--- src/rtl/sync_fifo_flex.sv ---
// sync_fifo_flex: single-clock parametrised FIFO with fill-level count,
// programmable almost-full/almost-empty thresholds, sticky overflow and
// underflow flags and a synchronous flush.
//
// Optional feature macro: FIFO_FWFT_EN
//   defined   -> first-word-fall-through: rdata shows the head entry while
//                !rempty, and rinc pops it.
//   undefined -> registered read: rdata is loaded on the accepting rinc edge
//                and holds between reads.
//
// Parameters:
//   dw      data width
//   ps      address width, depth = 2**ps
//   AF_LVL  almost_full  when count >= AF_LVL (1..2**ps)
//   AE_LVL  almost_empty when count <= AE_LVL (0..2**ps-1)
//
// Ports:
//   clk, rst_n        clock, async active-low reset
//   flush             synchronous clear, beats winc/rinc
//   winc, wdata       write request and data
//   rinc, rdata       read request and data
//   wfull, rempty     full / empty
//   almost_full/empty threshold flags
//   count             entries stored, 0..2**ps
//   overflow          sticky: winc seen while full
//   underflow         sticky: rinc seen while empty
module sync_fifo_flex #(
  parameter int dw     = 8,
  parameter int ps     = 4,
  parameter int AF_LVL = 12,
  parameter int AE_LVL = 2
) (
  input  logic          clk,
  input  logic          rst_n,
  input  logic          flush,
  input  logic          winc,
  input  logic [dw-1:0] wdata,
  input  logic          rinc,
  output logic [dw-1:0] rdata,
  output logic          wfull,
  output logic          rempty,
  output logic          almost_full,
  output logic          almost_empty,
  output logic [ps:0]   count,
  output logic          overflow,
  output logic          underflow
);

  localparam int          DEPTH = 1 << ps;
  localparam logic [ps:0] AF_C  = (ps+1)'(AF_LVL);
  localparam logic [ps:0] AE_C  = (ps+1)'(AE_LVL);

  logic [dw-1:0] mem [DEPTH];
  logic [ps:0]   wptr, rptr;
  logic [ps-1:0] waddr, raddr;
  logic          wren, rden;

  assign waddr = wptr[ps-1:0];
  assign raddr = rptr[ps-1:0];

  // Flags come only from registered pointers/count, so there is no
  // combinational path from winc/rinc to any status output.
  assign rempty       = (wptr == rptr);
  assign wfull        = (wptr[ps] != rptr[ps]) && (waddr == raddr);
  assign almost_full  = (count >= AF_C);
  assign almost_empty = (count <= AE_C);

  // Accept decisions use the flags as they stood before the edge; a full
  // FIFO can still pop, and an empty FIFO can still push, in the same cycle.
  assign wren = winc & ~wfull;
  assign rden = rinc & ~rempty;

  always_ff @(posedge clk or negedge rst_n) begin
    if (!rst_n) begin
      wptr      <= '0;
      rptr      <= '0;
      count     <= '0;
      overflow  <= 1'b0;
      underflow <= 1'b0;
    end else if (flush) begin
      wptr      <= '0;
      rptr      <= '0;
      count     <= '0;
      overflow  <= 1'b0;
      underflow <= 1'b0;
    end else begin
      if (wren) wptr <= wptr + 1'b1;
      if (rden) rptr <= rptr + 1'b1;
      case ({wren, rden})
        2'b10:   count <= count + 1'b1;
        2'b01:   count <= count - 1'b1;
        default: count <= count;
      endcase
      if (winc && wfull)  overflow  <= 1'b1;
      if (rinc && rempty) underflow <= 1'b1;
    end
  end

  // Storage is not reset; stale entries are unreachable once the pointers
  // are cleared, since rempty gates every read.
  always_ff @(posedge clk) begin
    if (wren && !flush) mem[waddr] <= wdata;
  end

`ifdef FIFO_FWFT_EN
  // Head entry falls through; forced to zero while empty so the output never
  // shows stale storage after reset or flush.
  assign rdata = rempty ? '0 : mem[raddr];
`else
  always_ff @(posedge clk or negedge rst_n) begin
    if (!rst_n)     rdata <= '0;
    else if (flush) rdata <= '0;
    else if (rden)  rdata <= mem[raddr];
  end
`endif

endmodule

--- config.mk ---
export PLATFORM = sky130hd
export DESIGN_NAME = sync_fifo_flex
export DESIGN_NICKNAME = d
export VERILOG_FILES = /design/src/rtl/sync_fifo_flex.sv
export SDC_FILE = /design/constraint.sdc
export NUM_CORES = 1
export LEC_CHECK = 0
export CORE_MARGIN = 2
export CORE_UTILIZATION = 30
export CTS_CLUSTER_DIAMETER = 80
export CTS_CLUSTER_SIZE = 12
export DETAILED_ROUTE_END_ITERATION = 8
export GPL_TIMING_DRIVEN = 0
export MAX_ROUTING_LAYER = met4
export PLACE_DENSITY = 0.52
export SLEW_MARGIN = 20
export SYNTH_ARGS = -nofsm -noshare
export SYNTH_HDL_FRONTEND = slang
export SYNTH_SLANG_ARGS = --single-unit
--- constraint.sdc ---
create_clock -name clk -period 4.62 [get_ports clk]
set_clock_uncertainty 0.05 [all_clocks]
set_input_delay 0.462 -clock clk [delete_from_list [all_inputs] [get_ports clk]]
set_output_delay 0.462 -clock clk [all_outputs]
set_load 0.005 [all_outputs]
==> results of run 1 <==
[layer usage]
| layer | routed length [um] | share of wire (%) | track usage (%) | vias up |
|---|---|---|---|---|
| met3 | 473 | 3.6 | 3.39 | 13 |
| met2 | 6380 | 48 | 19.7 | 53 |
| met4 | 154 | 1.2 | 4.57 | 0 |
| met5 | 0 | 0 | - | - |
| li1 | - | - | - | 1476 |
| met1 | 6220 | 47 | 17.6 | 1686 |
[layout by cell type (no fill, tap or decap), types with 8 or more instances in the layout]
cell type        instances
edfxtp_1               128
clkbuf_16               17
xor2_1                  11
nor2_1                  25
dfrtp_1                 25
nand2_1                 25
mux4_2                  40
xnor2_1                  8
clkbuf_1                 8
a21oi_1                 15
clkdlybuf4s50_1         30
inv_1                    8
[final timing paths]
| kind | start | slack (ps) | cells past startpoint | end |
|---|---|---|---|---|
| worst max register to register | rptr[1] | 1910 | 11 | count[4] |
| worst min register to register | overflow | 440 | 2 | overflow |
| min in group asynchronous | rst_n | 510 | 2 | count[1] |
| worst max-delay path | rptr[1] | 1850 | 7 | rempty |
| worst min-delay path | overflow | 440 | 2 | overflow |
| max in group asynchronous | rst_n | 3610 | 2 | wptr[3] |
[state kept, by name (all words and copies together), names as in the netlist]
| register | count |
|---|---|
| count | 5 |
| overflow | 1 |
| wptr | 5 |
| mem | 128 |
| rptr | 5 |
| underflow | 1 |
| rdata | 8 |
[cells by family (layout without fill, tap and decap cells)]
kind of cell,Yosys count,after routing,synth area share [%]
AOI/OAI and AO/OA,26,26,3.15
buffers and inverters,25,93,1.98
muxes,41,41,14.4
xor gates and xnor gates,19,19,2.63
adders and majority gates,7,7,1.38
DFF,153,153,70.7
and+or+nand+nor,76,76,5.78
[Yosys cell counts (4+ instances only)]
master    count
a21oi_1      15
and2_1        5
buf_4         6
clkbuf_1      8
dfrtp_1      25
edfxtp_1    128
ha_1          7
inv_1         8
mux4_2       40
nand2_1      25
nand4_1       4
nor2_1       25
nor4_1        4
xnor2_1       8
xor2_1       11
[worst register-to-register path, cell delays in order (launching register included)]
cell,delay [ps]
dfrtp_1,380
buf_4,180
xnor2_1,200
a41oi_1,300
a211oi_4,390
xor2_1,110
ha_1,230
or3_1,310
a21oi_1,150
a32oi_1,80
xor2_1,150
nor2_1,50
[stage by stage]
step           setup slack (ps)  cell area, um^2  total power [W]  cells  utilization [%]
2_1_floorplan              2030             6320          0.00197    347                -
3_3_place_gp                881             6980          0.00219    653             33.5
3_5_place_dp               1500             7020          0.00220    657             33.7
4_1_cts                    1830             7670          0.00370    690             36.8
5_1_grt                    1680             7670          0.00381    690             36.8
6_report                   1850             7670          0.00366    690             36.8
[cell type report]
| class | instances | area share (%) |
|---|---|---|
| buffer | 17 | 1.24 |
| clock buffer | 17 | 5.54 |
| clock inverter | 15 | 2.77 |
| inverter | 8 | 0.391 |
| multi-input combinational | 169 | 22.9 |
| sequential | 153 | 58.3 |
| tap | 275 | 4.48 |
| timing repair buffer | 36 | 4.40 |
[power by group]
part           switching [W]  leakage [nW]  total [W]  internal (W)
clock network       0.000577         0.302    0.00149      0.000915
registers          0.0000391          1.49    0.00158       0.00154
logic               0.000281         0.727   0.000586      0.000305
total               0.000897          2.52    0.00366       0.00276
==> impl_metrics.csv, run 1 <==
group,metric,value,unit
layout,drive_gt1_share,23.4,%
grt,globalRoute.totalOverflow,0,
detailed_routing,vias,3228,
power_and_ir_drop,p_per_area,476,nW/um^2
logic_synthesis,ys_ff_latch,153,
clock_network,htree_num_levels,4,
logic_synthesis,seq_area_frac_synth,70.7,%
worst_setup_path,critical_path_class,"flop to primary output",
placement,io_buffers,31,
logic_synthesis,ys_top_cells_by_area,"edfxtp_1, mux4_2, dfrtp_1",
clock_network,clkSinkCount,153,
detailed_routing,dr.pass1.iters,4,
logic_synthesis,synth_nets,367,
die,start_util,30.4,%
clock_network,root_buffer,"clkbuf_16",
layout,fin_nets,422,
clock_network,cts.repair.resized,0,
die,fp-row-count,53,
logic_synthesis,synth_ff_type,"edfxtp_1",
logic_synthesis,yosys.area.top_type_share,60.8,%
worst_hold_path,holdCritPathClass,"flop to flop",
worst_setup_path,cp-start-kind,"flop",
sta,worstMarginPinSlew,923,ps
sta,fin_crit,2770,ps
logic_synthesis,yosysTopAreaCell,"edfxtp_1",
detailed_routing,routed_wl,13200,um
clock_network,clkTransAtPathRegs,60,ps
detailed_routing,drt-wirelength-per-cell,19.2,um
grt,grt_start_max_net_pins,26,
layout,antennaDiodeCount,0,
flow_run,cap_violations,0,
die,die_h,149,um
layout,area_delta_synth_final,21.3,%
logic_synthesis,synthDistinctLibCells,38,
layout,multi_input_area,1760,um^2
worst_setup_path,crit_slowest_cell,"clkdlybuf4s50_1",
sta,setup_tns,0,ps
layout,nFillCells,1966,
clock_network,cts_setup_buffers,0,
sta,max_freq,361,MHz
sta,slew_violations,0,
clock_network,cts_buffers,17,
grt,grt_first_pass_wirelength,20500,um
layout,regArea,4470,um^2
placement,globalplace.congestion,0.769,
worst_setup_path,worstPathArrival,2260,ps
sta,timing.hold.ws,444,ps
logic_synthesis,synthCells,347,
sta,setup_violations,0,
logic_synthesis,syn_area,6320,um^2
grt,grt.total_usage,13.2,%
logic_synthesis,synth_area_per_cell,18.2,um^2
logic_synthesis,async_flop_share,16.3,%
sta,slew_headroom,38.3,%
power_and_ir_drop,irDropWorstVdd,0.000247,V
die,boundaryPins,32,
outcome,outcome,"completed",
worst_setup_path,cp-end-kind,"primary output",
detailed_routing,drc_errors,0,
sta,finalHoldViolations,0,
logic_synthesis,yosysWarnings,0,
worst_setup_path,crit_family,"buffers and inverters",
detailed_routing,drt_iter0_drc,195,
clock_network,cts_tree,"done",
detailed_routing,ant_nets,0,
clock_network,holdBufCountCts,1,
clock_network,clkLatencyLatePin,430,ps
worst_setup_path,worst_ep_required_time,4110,ps
worst_setup_path,crit_fanout,8,
grt,first_global_vias,3362,
worst_setup_path,critPathMaxStageDelay,500,ps
sta,grt_setup_unrepaired,"false",
die,dieArea,22300,um^2
sta,min_period_over_period,59.9,%
logic_synthesis,synth-edff-count,128,
grt,grt_antenna_before_repair,0,
die,core,20800,um^2
detailed_routing,viasPerCell,4.68,
worst_setup_path,path_cells,"buf_4 -> xnor2_1 -> and4_1 -> buf_6 -> nand2_1 -> inv_1 -> clkdlybuf4s50_1",
clock_network,clk_path_buf_depth,2,
worst_setup_path,crit_buf_inv,4,
die,dieWidth,149,um
placement,dp_hpwl,9070,um
power_and_ir_drop,leakage,2.52,nW
Power figures use the tool's default switching activity.
==> inputs of run 2 (changes only) <==
--- a/config.mk
+++ b/config.mk
@@ -12,7 +12,7 @@
 export DETAILED_ROUTE_END_ITERATION = 8
 export GPL_TIMING_DRIVEN = 0
 export MAX_ROUTING_LAYER = met4
-export PLACE_DENSITY = 0.52
+export PLACE_DENSITY = 0.53
 export SLEW_MARGIN = 20
 export SYNTH_ARGS = -nofsm -noshare
 export SYNTH_HDL_FRONTEND = slang
==> constraint.sdc (replaced) <==
create_clock -name clk -period 2.5 [get_ports clk]
set_clock_uncertainty 0.05 [all_clocks]
set_input_delay 0.25 -clock clk [delete_from_list [all_inputs] [get_ports clk]]
set_output_delay 0.25 -clock clk [all_outputs]
set_load 0.005 [all_outputs]
==> run 2 against run 1 <==
- clock power is 71% higher
- clock-buffer cell count unchanged
- core utilization up 0.92 points
- first-iteration DRC count increased by 18%
- global-route usage decreased by 0.15 points
- largest cell class unchanged
- largest power group unchanged
- highest routed layer unchanged
==> impl_metrics.csv, run 2 (synthesis results as in run 1) <==
group,metric,value,unit
die,boundaryPins,32,
power_and_ir_drop,finalPower,0.00665,W
power_and_ir_drop,seq_power_share,43.9,%
sta,slew_violations,0,
sta,finalHoldViolations,0,
power_and_ir_drop,clock_power_share,38.4,%
worst_setup_path,crit_top_cell,"xor2_1",
power_and_ir_drop,p_int,0.00498,W
worst_setup_path,critical_path_class,"flop to flop",
worst_hold_path,holdCritPathClass,"primary input to async pin",
clock_network,htree_num_levels,4,
detailed_routing,dr.pass1.iters,5,
layout,layout_commonest_cell,"edfxtp_1",
detailed_routing,wl_met1,5880,um
outcome,outcome,"completed",
die,fp-row-count,53,
layout,nFillCells,1946,
grt,grt_start_max_net_pins,26,
placement,dp_hpwl,9000,um
grt,first_global_vias,3454,
clock_network,clkLatencyLatePin,420,ps
layout,fin_nets,437,
power_and_ir_drop,netSwitchingFraction,25.2,%
die,dieArea,22300,um^2
layout,drive_gt1_share,32.8,%
placement,io_buffers,31,
placement,globalplace.congestion,0.786,
detailed_routing,drt-wirelength-per-cell,18.8,um
sta,timing.hold.ws,324,ps
worst_setup_path,path_cells,"xnor2_4 -> and4_4 -> buf_6 -> a211oi_4 -> xor2_1 -> ha_2 -> or3_4 -> a21oi_2 -> a32oi_1 -> xor2_1 -> nor2_1",
worst_setup_path,cp-end-kind,"flop",
detailed_routing,wl_met3,609,um
clock_network,clkTransAtPathRegs,60,ps
layout,mostFrequentLayoutCells,"edfxtp_1, mux4_2, clkdlybuf4s50_1, nand2_1, buf_4",
sta,worstMarginPinSlew,834,ps
die,start_util,30.4,%
power_and_ir_drop,combPwrFrac,17.7,%
sta,slew_headroom,44.4,%
sta,min_period_over_period,99.4,%
clock_network,clk_path_buf_depth,2,
layout,area_delta_synth_final,24.4,%
detailed_routing,drc_errors,0,
die,core,20800,um^2
sta,max_freq,402,MHz
worst_setup_path,reg2reg_from,"rptr[1]",
worst_setup_path,critPathMaxStageDelay,460,ps
layout,antennaDiodeCount,0,
worst_setup_path,worst_ep_required_time,2730,ps
worst_setup_path,worstPathArrival,2720,ps
layout,max_flop_register,"mem",
power_and_ir_drop,p_per_area,846,nW/um^2
placement,dp_slack,-403,ps
placement,dp_cells,657,
detailed_routing,ant_nets,0,
detailed_routing,vias,3297,
clock_network,root_buffer,"clkbuf_16",
worst_setup_path,crit_slowest_cell,"dfrtp_2",
detailed_routing,viasPerCell,4.68,
detailed_routing,routed_wl,13200,um
worst_setup_path,critPathLaunch,"rptr[1]",
worst_setup_path,crit_fanout,3,
flow_run,cap_violations,0,
grt,grt_first_pass_wirelength,20300,um
grt,globalRoute.totalOverflow,0,
power_and_ir_drop,p_switching,0.00168,W
layout,largest_reg_flops,128,
power_and_ir_drop,leakage,2.60,nW
power_and_ir_drop,irDropWorstVdd,0.000496,V
sta,setup_tns,0,ps
clock_network,cts_tree,"done",
grt,grt_antenna_before_repair,0,
worst_setup_path,cp-start-kind,"flop",
die,dieWidth,149,um
clock_network,cts_buffers,17,
sta,setup_ws,14.4,ps
detailed_routing,drt_iter0_drc,230,
sta,setup_violations,0,
detailed_routing,maxUsedRoutingLayer,"met4",
die,die_h,149,um
layout,reg.largest.list,"mem x128, rdata x8",
layout,instances_no_fill,705,
sta,fin_crit,2490,ps
grt,grt.total_usage,13.0,%
clock_network,clkSinkCount,153,
sta,grt_setup_unrepaired,"true",
detailed_routing,wl_met2,6530,um
==> run 2: cell types whose count changed in the layout (fill, tap and decap cells not counted), sizes merged <==
cell,previous run,this run
bufinv,4,2
dlygate4sd2,0,1
clkinv,3,5
clkinvlp,3,1
buf,14,31
inv,13,15
clkbuf,25,23
clkdlybuf4s50,30,29
==> run 2: critical path: cells and delay by family, from the launching register on <==
family,cells,cell delay (ps)
simple gates,3,570
buf+inv,1,120
flops,1,460
fa+ha+maj,1,200
compound gates,3,520
xor+xnor,3,430
==> run 2: per-layer routing <==
metal  global-route usage, %  vias to the layer above
met4                    4.86                        0
li1                        -                     1504
met1                    16.7                     1717
met3                    2.87                       12
met2                    20.5                       64
met5                       -                        -
==> run 2: power groups by stage <==
stage	Clock [W]	Combinational (W)	Sequential [W]
after floorplan	0	0.000690	0.00296
after global routing	0.00270	0.00128	0.00294
after CTS	0.00259	0.00117	0.00292
after global placement	0	0.00108	0.00296
after detailed placement	0	0.00110	0.00297
final	0.00255	0.00118	0.00292
==> run 2: through the flow <==
stage,instance area [um^2],utilization [%]
floorplan,6320,-
global placement,6980,33.5
detailed placement,7020,33.7
CTS,7780,37.4
global route,7860,37.8
finish,7860,37.8
==> run 2: area by class of cell <==
type	instances	area, um^2	area share, %
Timing Repair Buffer	56	490	6.24
Sequential cell	153	4480	56.9
Inverter	8	30.0	0.382
Buffer	12	60.1	0.764
Multi-Input combinational cell	169	1870	23.8
Clock inverter	15	163	2.07
Tap cell	275	344	4.38
Clock buffer	17	425	5.41
==> run 2: repair_timing <==
action,CTS,global route
hold endpoints to repair,25,0
endpoints found under the setup margin,116,108
setup buffers,9,11
cloned,0,0
resized for setup,26,14
pin swaps,9,10
hold buffers,1,0
==> run 2: path summary, 6_finish.rpt <==
check / to / slack, ps / cells after the start
setup / recovery: count[4] / 10 / 11
max in group asynchronous: wptr[3] / 1650 / 2
min in group clk: underflow / 450 / 2
hold reg to reg: underflow / 450 / 2
setup reg to reg: count[4] / 10 / 11
hold / removal: count[4] / 320 / 2
==> inputs of run 3 (changes only) <==
--- a/config.mk
+++ b/config.mk
@@ -13,6 +13,7 @@
 export GPL_TIMING_DRIVEN = 0
 export MAX_ROUTING_LAYER = met4
 export PLACE_DENSITY = 0.53
+export SKIP_CTS_REPAIR_TIMING = 1
 export SLEW_MARGIN = 20
 export SYNTH_ARGS = -nofsm -noshare
 export SYNTH_HDL_FRONTEND = slang
==> run 3 against run 2 <==
- the flow now finishes with violations (negative setup slack)
- sequential power is essentially flat
- total power is essentially flat
- global-route usage shrank 0.096 points
- sequential share of layout area shrank 0.53 points
- critical path depth grew 1
- combinational power is essentially flat
- first-iteration DRC count shrank 2.6%
- routed wire length grew 0.54%
- critical path type unchanged
- critical endpoint unchanged
- largest cell class unchanged
- highest routed layer unchanged
==> impl_metrics.csv, run 3 (synthesis results as in run 1) <==
group,metric,value,unit
outcome,outcome,"finished with violations",
outcome,failed_checks,"negative setup slack",
placement,dp_hpwl,9000,um
sta,finalHoldViolations,0,
placement,dpl_cell_area,7020,um^2
grt,grt_use_met1,16.3,%
power_and_ir_drop,p_per_area,840,nW/um^2
clock_network,clk_path_buf_depth,2,
grt,met2_usage,20.5,%
layout,nFillCells,1945,
sta,setup_ws,-73.8,ps
sta,min_period_over_period,103,%
detailed_routing,vias,3294,
die,dieWidth,149,um
sta,fin_crit,2570,ps
detailed_routing,drc_errors,0,
grt,grtUsageMet3,3.06,%
layout,postLayoutCellArea,7920,um^2
worst_setup_path,cp-start-kind,"flop",
layout,antennaDiodeCount,0,
worst_hold_path,holdCritPathClass,"primary input to async pin",
detailed_routing,routed_wl,13300,um
clock_network,root_buffer,"clkbuf_16",
flow_run,cap_violations,0,
worst_setup_path,critical_path_class,"flop to flop",
layout,max_flop_register,"mem",
grt,grt_first_pass_wirelength,20100,um
clock_network,cts_buffers,17,
layout,area_delta_synth_final,25.3,%
sta,slew_violations,0,
sta,setup_violations,20,
grt,globalRoute.totalOverflow,0,
clock_network,htree_num_levels,4,
layout,fin_nets,437,
die,start_util,30.4,%
clock_network,clkSinkCount,153,
worst_setup_path,crit_fanout,8,
placement,io_buffers,31,
grt,grt.total_usage,12.9,%
die,dieArea,22300,um^2
layout,multi_input_area,1920,um^2
die,core,20800,um^2
worst_setup_path,worst_ep_required_time,2740,ps
worst_setup_path,worstPathArrival,2810,ps
power_and_ir_drop,leakage,2.61,nW
clock_network,cts_tree,"done",
layout,largest_reg_flops,128,
worst_setup_path,cp-end-kind,"flop",
layout,drive_gt1_share,31.6,%
detailed_routing,ant_nets,0,
sta,worstMarginPinSlew,859,ps
die,die_h,149,um
grt,busiest_layer,"met2",
layout,instances_no_fill,705,
sta,grt_setup_unrepaired,"true",
placement,dp_cells,657,
die,boundaryPins,32,
grt,grt_start_max_net_pins,26,
layout,layout_commonest_cell,"edfxtp_1",
detailed_routing,dr.pass1.iters,4,
clock_network,clkTransAtPathRegs,60,ps
power_and_ir_drop,irDropWorstVdd,0.000529,V
layout,mostFrequentLayoutCells,"edfxtp_1, mux4_2, clkdlybuf4s50_1, dfrtp_1, nand2_1",
detailed_routing,drt_iter0_drc,224,
grt,first_global_vias,3371,
layout,reg.largest.list,"mem x128, rdata x8",
detailed_routing,drt-wirelength-per-cell,18.9,um
die,fp-row-count,53,
layout,regArea,4470,um^2
sta,max_freq,389,MHz
placement,globalplace.congestion,0.786,
sta,slew_headroom,42.7,%
detailed_routing,viasPerCell,4.67,
grt,grt_antenna_before_repair,0,
clock_network,clkLatencyLatePin,420,ps
[run 3: changes by cell type in the layout (fill, tap and decap cells not counted), sizes merged]
cell / delta
dlymetal6s2s: +1
dlygate4sd2: -1
buf: -2
clkbuf: +2
[run 3: final timing paths]
| check | start | to | slack (ps) | cells after the start |
|---|---|---|---|---|
| min reg2reg | underflow | underflow | 450 | 2 |
| max reg2reg | rptr[1] | count[4] | -70 | 12 |
| min in group clk | underflow | underflow | 450 | 2 |
| max | rptr[1] | count[4] | -70 | 12 |
| max in group asynchronous | rst_n | overflow | 1690 | 2 |
| min | rst_n | count[4] | 320 | 2 |
[run 3: stage by stage]
step                power, W  util, %  TNS [ps]  hold WS [ps]  setup WS, ps
detailed placement   0.00407     33.7    -15230           236          -403
finish               0.00666     38.1      -378           320         -73.8
global route         0.00693     38.1     -4110           362          -175
floorplan            0.00365        -     -2150         -95.6         -89.8
global placement     0.00404     33.5    -39590           431          -940
CTS                  0.00661     36.6    -17560          -215          -269
[run 3: power breakdown]
part | switching [W] | leakage [nW] | total (W) | internal, W
logic | 0.000550 | 0.825 | 0.00119 | 0.000643
registers | 0.0000763 | 1.49 | 0.00292 | 0.00284
clock network | 0.00106 | 0.289 | 0.00255 | 0.00149
[run 3: worst max-delay path, stage by stage, from the launching register on]
cell and delay (ps):
dfrtp_1 390, buf_6 150, xnor2_2 140, and4_1 190, buf_6 130, a211oi_4 310, xor2_1 120, ha_2 200
or3_1 340, a21oi_2 140, a32oi_1 70, xor2_1 170, nor2_1 50
[run 3: area by class of cell]
type | instances | share of cell area, %
well taps | 275 | 4.34
repair buffers | 51 | 5.75
clock inverters | 15 | 2.05
multi-input cells | 169 | 24.3
inverters | 8 | 0.379
flip-flops and latches | 153 | 56.4
plain buffers | 17 | 1.42
clock buffers | 17 | 5.37
[run 3: metal layers]
metal	share of wire (%)	up-vias	wire length (um)
met5	0	-	0
met4	1.6	0	208
met3	4.5	12	602
met2	49	59	6570
met1	45	1722	5920
li1	-	1501	-
